File: src/rtl/i2s_pkg.sv
// i2s_pkg: shared types and sizing helpers for the I2S receive path.
//   rx_state_e   : deserializer FSM states (HUNT, LEFT, RIGHT)
//   SAMPLE_W_DEF : default bits captured per channel
//   frame_w()    : width of one stereo frame {left, right}
package i2s_pkg;

  localparam int SAMPLE_W_DEF = 16;

  typedef enum logic [1:0] {
    HUNT  = 2'd0,
    LEFT  = 2'd1,
    RIGHT = 2'd2
  } rx_state_e;

  function automatic int frame_w(input int sample_w);
    return 2 * sample_w;
  endfunction

endpackage

File: src/rtl/i2s_rx_sync.sv
// i2s_rx_sync: brings the three I2S pins into the clk domain.
// Each pin runs through a SYNC_STAGES flop chain. A registered single-cycle
// pulse marks each rising edge of the synced bit clock, and the synced word
// select and data are registered alongside it so all three line up in the
// rise cycle. Pin-to-rise latency is SYNC_STAGES+1 clk cycles.
//   clk, ar             : system clock, async active-low reset
//   bclk, lrclk, sd     : raw asynchronous I2S pins
//   rise                : one-cycle pulse per bclk rising edge
//   lr_bit, sd_bit      : word select / data valid in the rise cycle
module i2s_rx_sync #(
  parameter int SYNC_STAGES = 2
) (
  input  logic clk,
  input  logic ar,
  input  logic bclk,
  input  logic lrclk,
  input  logic sd,
  output logic rise,
  output logic lr_bit,
  output logic sd_bit
);

  logic [SYNC_STAGES-1:0] bclk_q, lr_q, sd_q;
  logic                   bclk_prev;

  always_ff @(posedge clk or negedge ar) begin
    if (!ar) begin
      bclk_q    <= '0;
      lr_q      <= '0;
      sd_q      <= '0;
      bclk_prev <= 1'b0;
      rise      <= 1'b0;
      lr_bit    <= 1'b0;
      sd_bit    <= 1'b0;
    end else begin
      bclk_q    <= {bclk_q[SYNC_STAGES-2:0], bclk};
      lr_q      <= {lr_q[SYNC_STAGES-2:0], lrclk};
      sd_q      <= {sd_q[SYNC_STAGES-2:0], sd};
      bclk_prev <= bclk_q[SYNC_STAGES-1];
      // Registering the edge detect keeps rise, lr_bit and sd_bit aligned.
      rise      <= bclk_q[SYNC_STAGES-1] & ~bclk_prev;
      lr_bit    <= lr_q[SYNC_STAGES-1];
      sd_bit    <= sd_q[SYNC_STAGES-1];
    end
  end

endmodule

File: src/rtl/i2s_rx_deser.sv
// i2s_rx_deser: I2S receive deserializer, oversampled on clk.
// Recovers one {left, right} frame per LR period and offers it on a
// valid/ready port. A frame completing while the previous one is still
// unaccepted is dropped and flagged in the sticky overrun bit.
//   clk, ar                      : system clock (>= 8x bclk), async active-low reset
//   i2s_bclk, i2s_lrclk, i2s_sd  : asynchronous I2S pins (lrclk 0 = left)
//   out_data, out_valid          : frame {left, right}, held until accepted
//   out_ready                    : consumer accept
//   overrun, overrun_clr         : sticky drop flag and its single-cycle clear
module i2s_rx_deser
  import i2s_pkg::*;
#(
  parameter int SAMPLE_W    = SAMPLE_W_DEF,
  parameter int SYNC_STAGES = 2
) (
  input  logic                          clk,
  input  logic                          ar,
  input  logic                          i2s_bclk,
  input  logic                          i2s_lrclk,
  input  logic                          i2s_sd,
  output logic [frame_w(SAMPLE_W)-1:0]  out_data,
  output logic                          out_valid,
  input  logic                          out_ready,
  output logic                          overrun,
  input  logic                          overrun_clr
);

  localparam int CW = $clog2(SAMPLE_W + 1);

  logic                rise, lr_bit, sd_bit;
  logic                lr_prev;
  logic                boundary, frame_done, load, drop;
  logic [CW-1:0]       cnt;
  logic [SAMPLE_W-1:0] word, word_nxt, left_hold;
  rx_state_e           state;

  i2s_rx_sync #(.SYNC_STAGES(SYNC_STAGES)) u_sync (
    .clk    (clk),
    .ar     (ar),
    .bclk   (i2s_bclk),
    .lrclk  (i2s_lrclk),
    .sd     (i2s_sd),
    .rise   (rise),
    .lr_bit (lr_bit),
    .sd_bit (sd_bit)
  );

  assign boundary = rise && (lr_bit != lr_prev);

  // Word including the bit sampled this rise. At a boundary this is the
  // final bit of the outgoing slot, so completion uses word_nxt, not word.
  // Once cnt saturates at SAMPLE_W no position matches and the bit is lost.
  always_comb begin
    word_nxt = word;
    for (int i = 0; i < SAMPLE_W; i++)
      if (cnt == CW'(SAMPLE_W - 1 - i)) word_nxt[i] = sd_bit;
  end

  assign frame_done = boundary && (state == RIGHT);
  assign load       = frame_done && (!out_valid || out_ready);
  assign drop       = frame_done && out_valid && !out_ready;

  always_ff @(posedge clk or negedge ar) begin
    if (!ar) begin
      state     <= HUNT;
      lr_prev   <= 1'b0;
      cnt       <= '0;
      word      <= '0;
      left_hold <= '0;
      out_data  <= '0;
      out_valid <= 1'b0;
      overrun   <= 1'b0;
    end else begin
      // Output register: a new frame takes priority over the accept that
      // frees the slot in the same cycle, so out_valid stays high.
      if (load) begin
        out_data  <= {left_hold, word_nxt};
        out_valid <= 1'b1;
      end else if (out_valid && out_ready) begin
        out_valid <= 1'b0;
      end

      if (drop)             overrun <= 1'b1;
      else if (overrun_clr) overrun <= 1'b0;

      if (rise) begin
        lr_prev <= lr_bit;
        case (state)
          HUNT: begin
            // Only a right->left edge starts a frame; anything earlier is partial.
            if (boundary && !lr_bit) state <= LEFT;
            cnt  <= '0;
            word <= '0;
          end
          LEFT, RIGHT: begin
            if (boundary) begin
              if (state == LEFT) left_hold <= word_nxt;
              state <= (state == LEFT) ? RIGHT : LEFT;
              cnt   <= '0;
              word  <= '0;
            end else begin
              word <= word_nxt;
              if (cnt != CW'(SAMPLE_W)) cnt <= cnt + CW'(1);
            end
          end
          default: state <= HUNT;
        endcase
      end
    end
  end

endmodule

File: config.mk
export PLATFORM = sky130hd
export DESIGN_NAME = i2s_rx_deser
export DESIGN_NICKNAME = d
export VERILOG_FILES = /design/src/rtl/i2s_pkg.sv /design/src/rtl/i2s_rx_sync.sv /design/src/rtl/i2s_rx_deser.sv
export SDC_FILE = /design/constraint.sdc
export NUM_CORES = 1
export LEC_CHECK = 0
export ABC_AREA = 1
export BUFFER_PORTS_ARGS = -buffer_cell sky130_fd_sc_hd__buf_4
export CAP_MARGIN = 20
export CORE_MARGIN = 2
export CORE_UTILIZATION = 52
export DETAILED_ROUTE_END_ITERATION = 12
export HOLD_SLACK_MARGIN = 0.03
export PLACE_DENSITY = 0.75
export SYNTH_ARGS = -nofsm -noshare
export SYNTH_HDL_FRONTEND = slang
export SYNTH_HIERARCHICAL = 1
export SYNTH_SLANG_ARGS = --single-unit
File: constraint.sdc
create_clock -name clk -period 1.3 [get_ports clk]
set_input_delay 0.39 -clock clk [delete_from_list [all_inputs] [get_ports clk]]
set_output_delay 0.39 -clock clk [all_outputs]
set_load 0.005 [all_outputs]
# Yosys cells after proc, flatten, opt, wreduce, memory -nomap -nowiden
# Cells that the tools add are included.
# totals
elab_cells	90
regBits	84
inputBits	7
output_inout_bits	34
# op_classes
bitwise_logic	2
n_mux	29
addsub	1
n_reduce_logical	21
n_eq_ne	22
# ops
operator	count
$eq A5 B4 Y1 const B	8
$pmux W16 S2	1
$eq A5 B3 Y1 const B	4
$mux W1	20
$mux W16	1
$eq A5 B2 Y1 const B	2
$mux W5	2
$pmux W5 S2	1
$logic_and A1 B1 Y1	7
$mux W2	3
$reduce_and A3 Y1	2
$reduce_bool A2 Y1	3
$add A5 B1 Y5 const B	1
$eq A5 B1 Y1 const B	1
$logic_not A5 Y1	1
$ne A5 B5 Y1 const B	1
$ne A2 B2 Y1 const B	2
$pmux W2 S2	1
$reduce_and A4 Y1	1
$logic_not A1 Y1	3
$ne A3 B3 Y1 const B	1
$eq A2 B1 Y1 const B	1
$eq A2 B2 Y1 const B	1
$logic_not A2 Y1	1
6 further kinds	6

# Depth between registers and ports, before layout
# Gate-level depths: netlist (run 1).
# depth
depth_word	6
depth_mapped	9
mapped_depth_nobuf	9

# Cells and area by module
# The synthesis (run 1) kept the hierarchy.
# modules_own_cells
module	n_inst	cells_per_inst	seq_area_each_um2	area_each_um2
i2s_rx_deser	1	398	1851.8	3382.0
i2s_rx_sync	1	12	250.2	260.2

# Worst setup path before layout (run 1)
# Ideal clock, no wire load.
# synth_path
kind	flip-flop to flip-flop
from	reg state[0]
to	reg cnt[3]
path_stages_with_launch	8
t_arrival_ns	1.328
setup_slack_ns	-0.146
synth_period_minus_slack_ns	1.446
setup_ns	0.118
required_time_ns	1.182
path_buffers	0
cell_sequence	dfrtp_1 > inv_1 > ha_1 > nor2_1 > nor2_1 > nand2_1 > nand2_1 > nand2_1
# synth_via
elab_chain_cells	4
elab_cells_between_ends	8
classes_between	3 x eq/ne; 1 x mux; 4 x reduce/logical
# synth_rtl
element	line_no	source
start: declaration	i2s_rx_deser.sv:35	rx_state_e state;
start signal: assignment	i2s_rx_deser.sv:98	state <= (state == LEFT) ? RIGHT : LEFT;
$eq A2 B2 Y1 / $eq A2 B1 Y1 (equally long branches)	i2s_rx_deser.sv:88	case (state)
$reduce_or A2 Y1	i2s_rx_deser.sv:88	
$ne A3 B3 Y1 (no line) / $reduce_bool A2 Y1 (equally long branches)	--	
$reduce_and A3 Y1 (no line)	--	
end signal: assignment	i2s_rx_deser.sv:103	if (cnt != CW'(SAMPLE_W)) cnt <= cnt + CW'(1);
end: declaration	i2s_rx_deser.sv:33	logic [CW-1:0] cnt;
# Parallel ways exist; a longest one is shown, timed or not.
# A chain may end at the register's enable or synchronous reset.

# Final worst setup path (run 1)
# layout_path
from	reg cnt[0]
to	reg left_hold[7]
# layout_via
elab_chain_cells	2
# layout_rtl
element	line_no	source
$eq A5 B4 Y1	i2s_rx_deser.sv:56	if (cnt == CW'(SAMPLE_W - 1 - i)) word_nxt[i] = sd_bit;
$mux W1	i2s_rx_deser.sv:56	
end signal: assignment	i2s_rx_deser.sv:97	if (state == LEFT) left_hold <= word_nxt;
end: declaration	i2s_rx_deser.sv:34	logic [SAMPLE_W-1:0] word, word_nxt, left_hold;
# No other way between the ends.

==> results of run 1 <==
power by group:
part	total, uW	switching (uW)	internal [uW]
clock network	1950	1050	901
registers	3060	195	2870
logic	2830	1520	1310
total	7840	2760	5080
cell families (layout without fill, tap and decap cells):
kind of cell,after synthesis,in the layout,share of synthesized area
AND/OR/NAND/NOR,194,196,0.2223
flip-flops,84,84,0.5771
AO/OA/AOI/OAI,62,62,0.09207
buffers and inverters,59,170,0.07180
adder cells (fa/ha/maj),10,10,0.03435
XOR/XNOR,1,1,0.002405
what timing repair did:
item / in CTS / in global routing
hold endpoints to repair: 23 / 0
pin swaps: 23 / 42
setup endpoints to repair: 73 / 94
hold buffers: 1 / 0
setup buffers: 12 / 20
resized for setup: 72 / 135
cloned: 4 / 5
final timing paths:
kind / start / end / slack (ps)
worst max-delay path: cnt[0] / left_hold[7] / -320
min in group asynchronous: ar / left_hold[8] / 490
worst min register to register: u_sync/sd_q[0] / u_sync/sd_q[1] / 360
worst min-delay path: i2s_bclk / u_sync/bclk_q[0] / 120
worst max register to register: cnt[0] / left_hold[7] / -320
max in group asynchronous: ar / out_data[7] / 310
layout by cell type, fill, tap and decap left out, types with 2 or more instances in the layout:
cell         n
nand2_1     83
dfrtp_1     81
nand2_2     61
buf_4       60
inv_1       32
buf_6       31
o21ai_1     26
o21ai_2     18
inv_2       11
nor2_4      11
nand3_1     11
nand3_2     10
clkbuf_8     9
ha_4         7
buf_12       7
nor2_1       6
o21ai_4      5
o22ai_2      5
nor2_2       4
nand2_4      4
clkbuf_16    4
nand3_4      3
o21ai_0      3
clkinvlp_4   3
dfrtp_2      3
inv_4        2
nand2_8      2
inv_8        2
o22ai_1      2
clkinv_4     2
ha_2         2
clkinv_2     2
worst max-delay path: stages (launching register included):
cell	delay (ps)
dfrtp_1	450
inv_2	130
ha_4	150
inv_2	40
nor2_4	180
nand2_2	110
o21ai_2	190
nand2_1	100
o21ai_0	140
layer usage:
layer	wire (um)	share of wire	GRT usage
met4	473	0.040	0.1049
met3	854	0.073	0.04241
met1	4434	0.38	0.2972
met5	0	0	0
met2	6005	0.51	0.3898
stage by stage:
| step | hold slack [ps] | power [uW] | TNS, ps |
|---|---|---|---|
| global placement | 325.2 | 4599 | -5792 |
| CTS | 126.1 | 6998 | -3226 |
| finish | 124.2 | 7839 | -11890 |
| floorplan | 94.41 | 4025 | -275.7 |
| global route | 115.6 | 8166 | -15420 |
| detailed placement | 322.5 | 4672 | -8694 |
registers in the layout (all words and copies together) (netlist names), 2 cells and up:
| signal | count |
|---|---|
| out_data | 32 |
| left_hold | 16 |
| word | 16 |
| cnt | 5 |
| state | 2 |
| u_sync/bclk_q | 2 |
| u_sync/lr_q | 2 |
| u_sync/sd_q | 2 |
cell type report:
cell class              instances  area share
repair inverters                1    0.001341
repair buffers                105      0.1952
flip-flops and latches         84      0.3763
well taps                      96     0.02146
multi-input cells             269      0.3340
clock buffers                   9     0.02213
clock inverters                 7     0.01341
inverters                      48     0.03622
==> flow_metrics.py, run 1 <==
metrics = {
    "place": {
        "dp_hpwl_um": 5262,
        "port_buffers": 40,
        "gp_congestion": 0.8252,
        "place_inst": 561,
        "dpl_worst_slack_ps": -191.6,
        "placed_cell_area_um2": 4300,
    },
    "worst_hold_path": {
        "min_path_type": "primary input to flop",
        "hold_depth": 1,
    },
    "critical_path": {
        "critPathKind": "flop to flop",
        "worstPathRequired_ps": 1550,
        "startpoint_type": "flop",
        "critPathArrivalTime_ps": 1860,
        "worst-r2r-cell-count": 8,
        "path_max_fanout": 6,
        "end_kind": "flop",
    },
    "sta": {
        "fin_skew_ps": 14.34,
        "fmax_mhz": 618.8,
        "slew_headroom": 0.7189,
        "setup_viol": 79,
        "worst_slew_pin_slew_ps": 421.2,
        "period_needed_ps": 1616,
        "setup_slack_ps": -316.1,
        "period_share": 1.243,
        "drv_slew": 0,
        "hold_viol": 0,
        "rsz0062_at_grt": "true",
    },
    "logic_synthesis": {
        "synth.most_common_cell": "nand2_1",
        "synth.largest_area_cell": "dfrtp_1",
        "synth_common_cells": "147 x nand2_1, 84 x dfrtp_1, 44 x inv_1, 25 x o21ai_0, 24 x o21ai_1",
        "synth-edff-count": 0,
        "yosysWarnings": 6,
        "synth_flop_cell": "dfrtp_1",
        "synthCells": 410,
        "syn_area_per_cell_um2": 8.884,
        "syn_area_um2": 3642,
        "async_reset_ff_frac": 1.000,
        "synth_top_area_frac": 0.5771,
        "synth-seq-cells": 84,
        "synthesis.nets": 427,
        "ys_seq_area_frac": 0.5771,
        "ys_types": 27,
        "yosys-top-cells-area": "dfrtp_1 58%, nand2_1 15%, inv_1 4.5%, ha_1 3.4%, o21ai_0 3.4%",
    },
    "layout": {
        "fin_cells": 619,
        "ff_latch_area_um2": 2106,
        "utilization": 0.8238,
        "final_area_um2": 5597,
        "area_delta_synth_final_pct": 53.66,
        "n_fill_cell": 306,
        "drive_gt1_frac": 0.5201,
        "diodes": 0,
        "nets": 535,
        "multiInputGateArea_um2": 1869,
    },
    "power": {
        "power.density_nw_per_um2": 1401,
        "leakagePower_uw": 0.002625,
        "ir_worst_vdd_uv": 1803,
    },
    "route": {
        "vias": 3479,
        "wl_per_cell_um": 19.01,
        "drt_iter0_markers": 427,
        "wl_um": 11770,
        "drcViolationCount": 0,
        "vias_per_cell": 5.620,
        "first_pass_iters": 6,
        "ant_nets": 0,
    },
    "run_status": {
        "outcome": "complete, but fails checks",
        "violations": "negative setup slack",
    },
    "clocking": {
        "clk_pin_slew_ps": 90,
        "cts.sinks": 84,
        "cts_tree": "built",
        "max-clock-path-buffers": 2,
        "htreeDepth": 3,
        "clkLatencyLatePin_ps": 370,
        "numCtsBuffers": 9,
        "cts_root_buf": "clkbuf_8",
    },
    "die": {
        "die_w_um": 87.69,
        "dieArea_um2": 7690,
        "start_util": 0.5361,
        "die_height_um": 87.69,
        "core_area_um2": 6794,
        "io_pins": 41,
        "rows": 30,
    },
    "global_routing": {
        "grt-ovfl-total": 0,
        "gr-usage-all-layers": 0.2334,
        "grt_max_degree": 33,
        "grt_pass1_wl_um": 13780,
        "antenna_found_initial": 0,
        "grt_pass1_vias": 2949,
    },
    "flow_run": {
        "drv_cap": 0,
    },
}
No activity file was read; power rests on OpenSTA's default activity.
==> run 2: changes to the inputs <==
--- a/config.mk
+++ b/config.mk
@@ -9,10 +9,10 @@
 export BUFFER_PORTS_ARGS = -buffer_cell sky130_fd_sc_hd__buf_4
 export CAP_MARGIN = 20
 export CORE_MARGIN = 2
-export CORE_UTILIZATION = 52
+export CORE_UTILIZATION = 50
 export DETAILED_ROUTE_END_ITERATION = 12
 export HOLD_SLACK_MARGIN = 0.03
-export PLACE_DENSITY = 0.75
+export PLACE_DENSITY = 0.73
 export SYNTH_ARGS = -nofsm -noshare
 export SYNTH_HDL_FRONTEND = slang
 export SYNTH_HIERARCHICAL = 1
==> flow_metrics.py, run 2 (synthesis results as in run 1) <==
metrics = {
    "die": {
        "die_w_um": 89.35,
        "io_pins": 41,
        "dieArea_um2": 7983,
        "start_util": 0.5103,
        "rows": 31,
        "core_area_um2": 7137,
        "die_height_um": 89.35,
    },
    "place": {
        "placed_cell_area_um2": 4304,
        "port_buffers": 40,
        "dpl_worst_slack_ps": -257.1,
        "dp_hpwl_um": 5148,
        "gp_congestion": 0.8278,
    },
    "layout": {
        "nets": 529,
        "largest_register_ffs": 32,
        "drive_gt1_frac": 0.4681,
        "multiInputGateArea_um2": 1749,
        "final_common_cell": "nand2_1",
        "utilization": 0.7568,
        "reg_top3": "out_data x32, left_hold x16, word x16",
        "final_area_um2": 5401,
        "largest-register": "out_data",
        "area_delta_synth_final_pct": 48.30,
        "ff_latch_area_um2": 2108,
        "final_cell_mix": "107 x nand2_1, 79 x dfrtp_1, 60 x buf_4",
        "diodes": 0,
        "n_fill_cell": 458,
    },
    "power": {
        "power.density_nw_per_um2": 1396,
        "p_seq_frac": 0.406,
        "p_sw_frac": 0.3389,
        "pwr-share-comb": 0.331,
        "ir_worst_vdd_uv": 1191,
        "intPower_uw": 4986,
        "leakagePower_uw": 0.002553,
        "pwr-share-clk": 0.263,
        "switchingPower_uw": 2556,
    },
    "flow_run": {
        "drv_cap": 0,
    },
    "run_status": {
        "outcome": "complete, but fails checks",
        "violations": "negative setup slack",
    },
    "clocking": {
        "numCtsBuffers": 9,
        "htreeDepth": 3,
        "cts.sinks": 84,
        "cts_root_buf": "clkbuf_8",
        "clk_pin_slew_ps": 90,
        "cts_tree": "built",
        "max-clock-path-buffers": 2,
        "clkLatencyLatePin_ps": 370,
    },
    "route": {
        "drt_iter0_markers": 246,
        "wl_per_cell_um": 15.11,
        "drcViolationCount": 0,
        "first_pass_iters": 6,
        "vias": 3209,
        "ant_nets": 0,
        "wl_um": 9305,
        "vias_per_cell": 5.209,
    },
    "sta": {
        "setup_viol": 73,
        "slew_headroom": 0.7793,
        "fin_skew_ps": 13.61,
        "worst_slew_pin_slew_ps": 331.0,
        "hold_viol": 0,
        "period_share": 1.172,
        "drv_slew": 0,
        "fmax_mhz": 656.6,
        "period_needed_ps": 1523,
        "setup_slack_ps": -223.0,
        "rsz0062_at_grt": "true",
    },
    "critical_path": {
        "worstPathRequired_ps": 1560,
        "startpoint_type": "flop",
        "path_max_fanout": 4,
        "end_kind": "flop",
        "critPathKind": "flop to flop",
        "critPathArrivalTime_ps": 1790,
    },
    "global_routing": {
        "gr-usage-all-layers": 0.2141,
        "met2_usage": 0.3569,
        "grt_pass1_wl_um": 12880,
        "grt_pass1_vias": 2721,
        "met3_usage": 0.05540,
        "antenna_found_initial": 0,
        "grt_util_met1": 0.2809,
        "busiest_layer": "met2",
        "grt-ovfl-total": 0,
        "grt_max_degree": 33,
    },
    "worst_hold_path": {
        "min_path_type": "primary input to flop",
    },
}
-- run 2: changes by cell type in the layout (fill, tap and decap cells not counted), sizes merged --
cell	delta
nand2	-1
clkbuf	-1
buf	-1
nand3	-1
clkinv	-1
clkinvlp	-1
-- run 2: power by group through the flow --
stage	clock, uW	sequential, uW	combinational (uW)
5_1_grt	2110	3090	2720
6_report	1980	3060	2500
3_3_place_gp	0	3060	1540
2_1_floorplan	0	3060	966
4_1_cts	1990	3030	1870
3_5_place_dp	0	3070	1570
-- run 2: metrics by stage --
step	power [uW]	setup TNS, ps	instances	hold WS (ps)
after global placement	4596	-6508	564	316.1
final	7542	-6995	616	122.8
after detailed placement	4642	-7929	564	313.6
after CTS	6883	-3767	584	119.4
after global routing	7920	-13130	616	109.9
after floorplan	4025	-275.7	410	94.41
-- run 2: metal layers --
metal	vias to the layer above	routed length, um
met5	-	0
met1	1554	3749
met2	117	4896
met3	42	423
li1	1496	-
met4	0	235
-- run 2: timing repair --
action,CTS,global route
hold buffers,1,0
endpoints found under the hold margin,18,0
cloned,0,2
pin swaps,15,36
gates resized for setup,58,114
setup endpoints to repair,76,103
buffers inserted,3,30
-- run 2: area by class of cell --
class	instances	area share
clock buffers	10	0.02548
repair buffers	102	0.1888
clock inverters	6	0.01320
flip-flops and latches	84	0.3903
multi-input cells	267	0.3238
inverters	48	0.03544
well taps	99	0.02293
-- run 2: final timing paths --
path                                startpoint                to  slack, ps  cells after the start
worst max-delay path                    cnt[0]      left_hold[0]       -220                      8
worst min-delay path                  i2s_bclk  u_sync/bclk_q[0]        120                      1
worst max register to register          cnt[0]      left_hold[0]       -220                      8
worst min register to register  u_sync/lr_q[0]    u_sync/lr_q[1]        350                      0
max in group asynchronous                   ar       out_data[3]        350                      3
min in group asynchronous                   ar           word[8]        460                      2
-- run 2: worst max-delay path, stage by stage, from the launching register on --
cell and delay (ps):
dfrtp_1 430, ha_2 240, inv_2 60, nor2_2 80, ha_2 220, nand2_1 110, o21ai_4 110, nand2_2 70
o21a_1 110
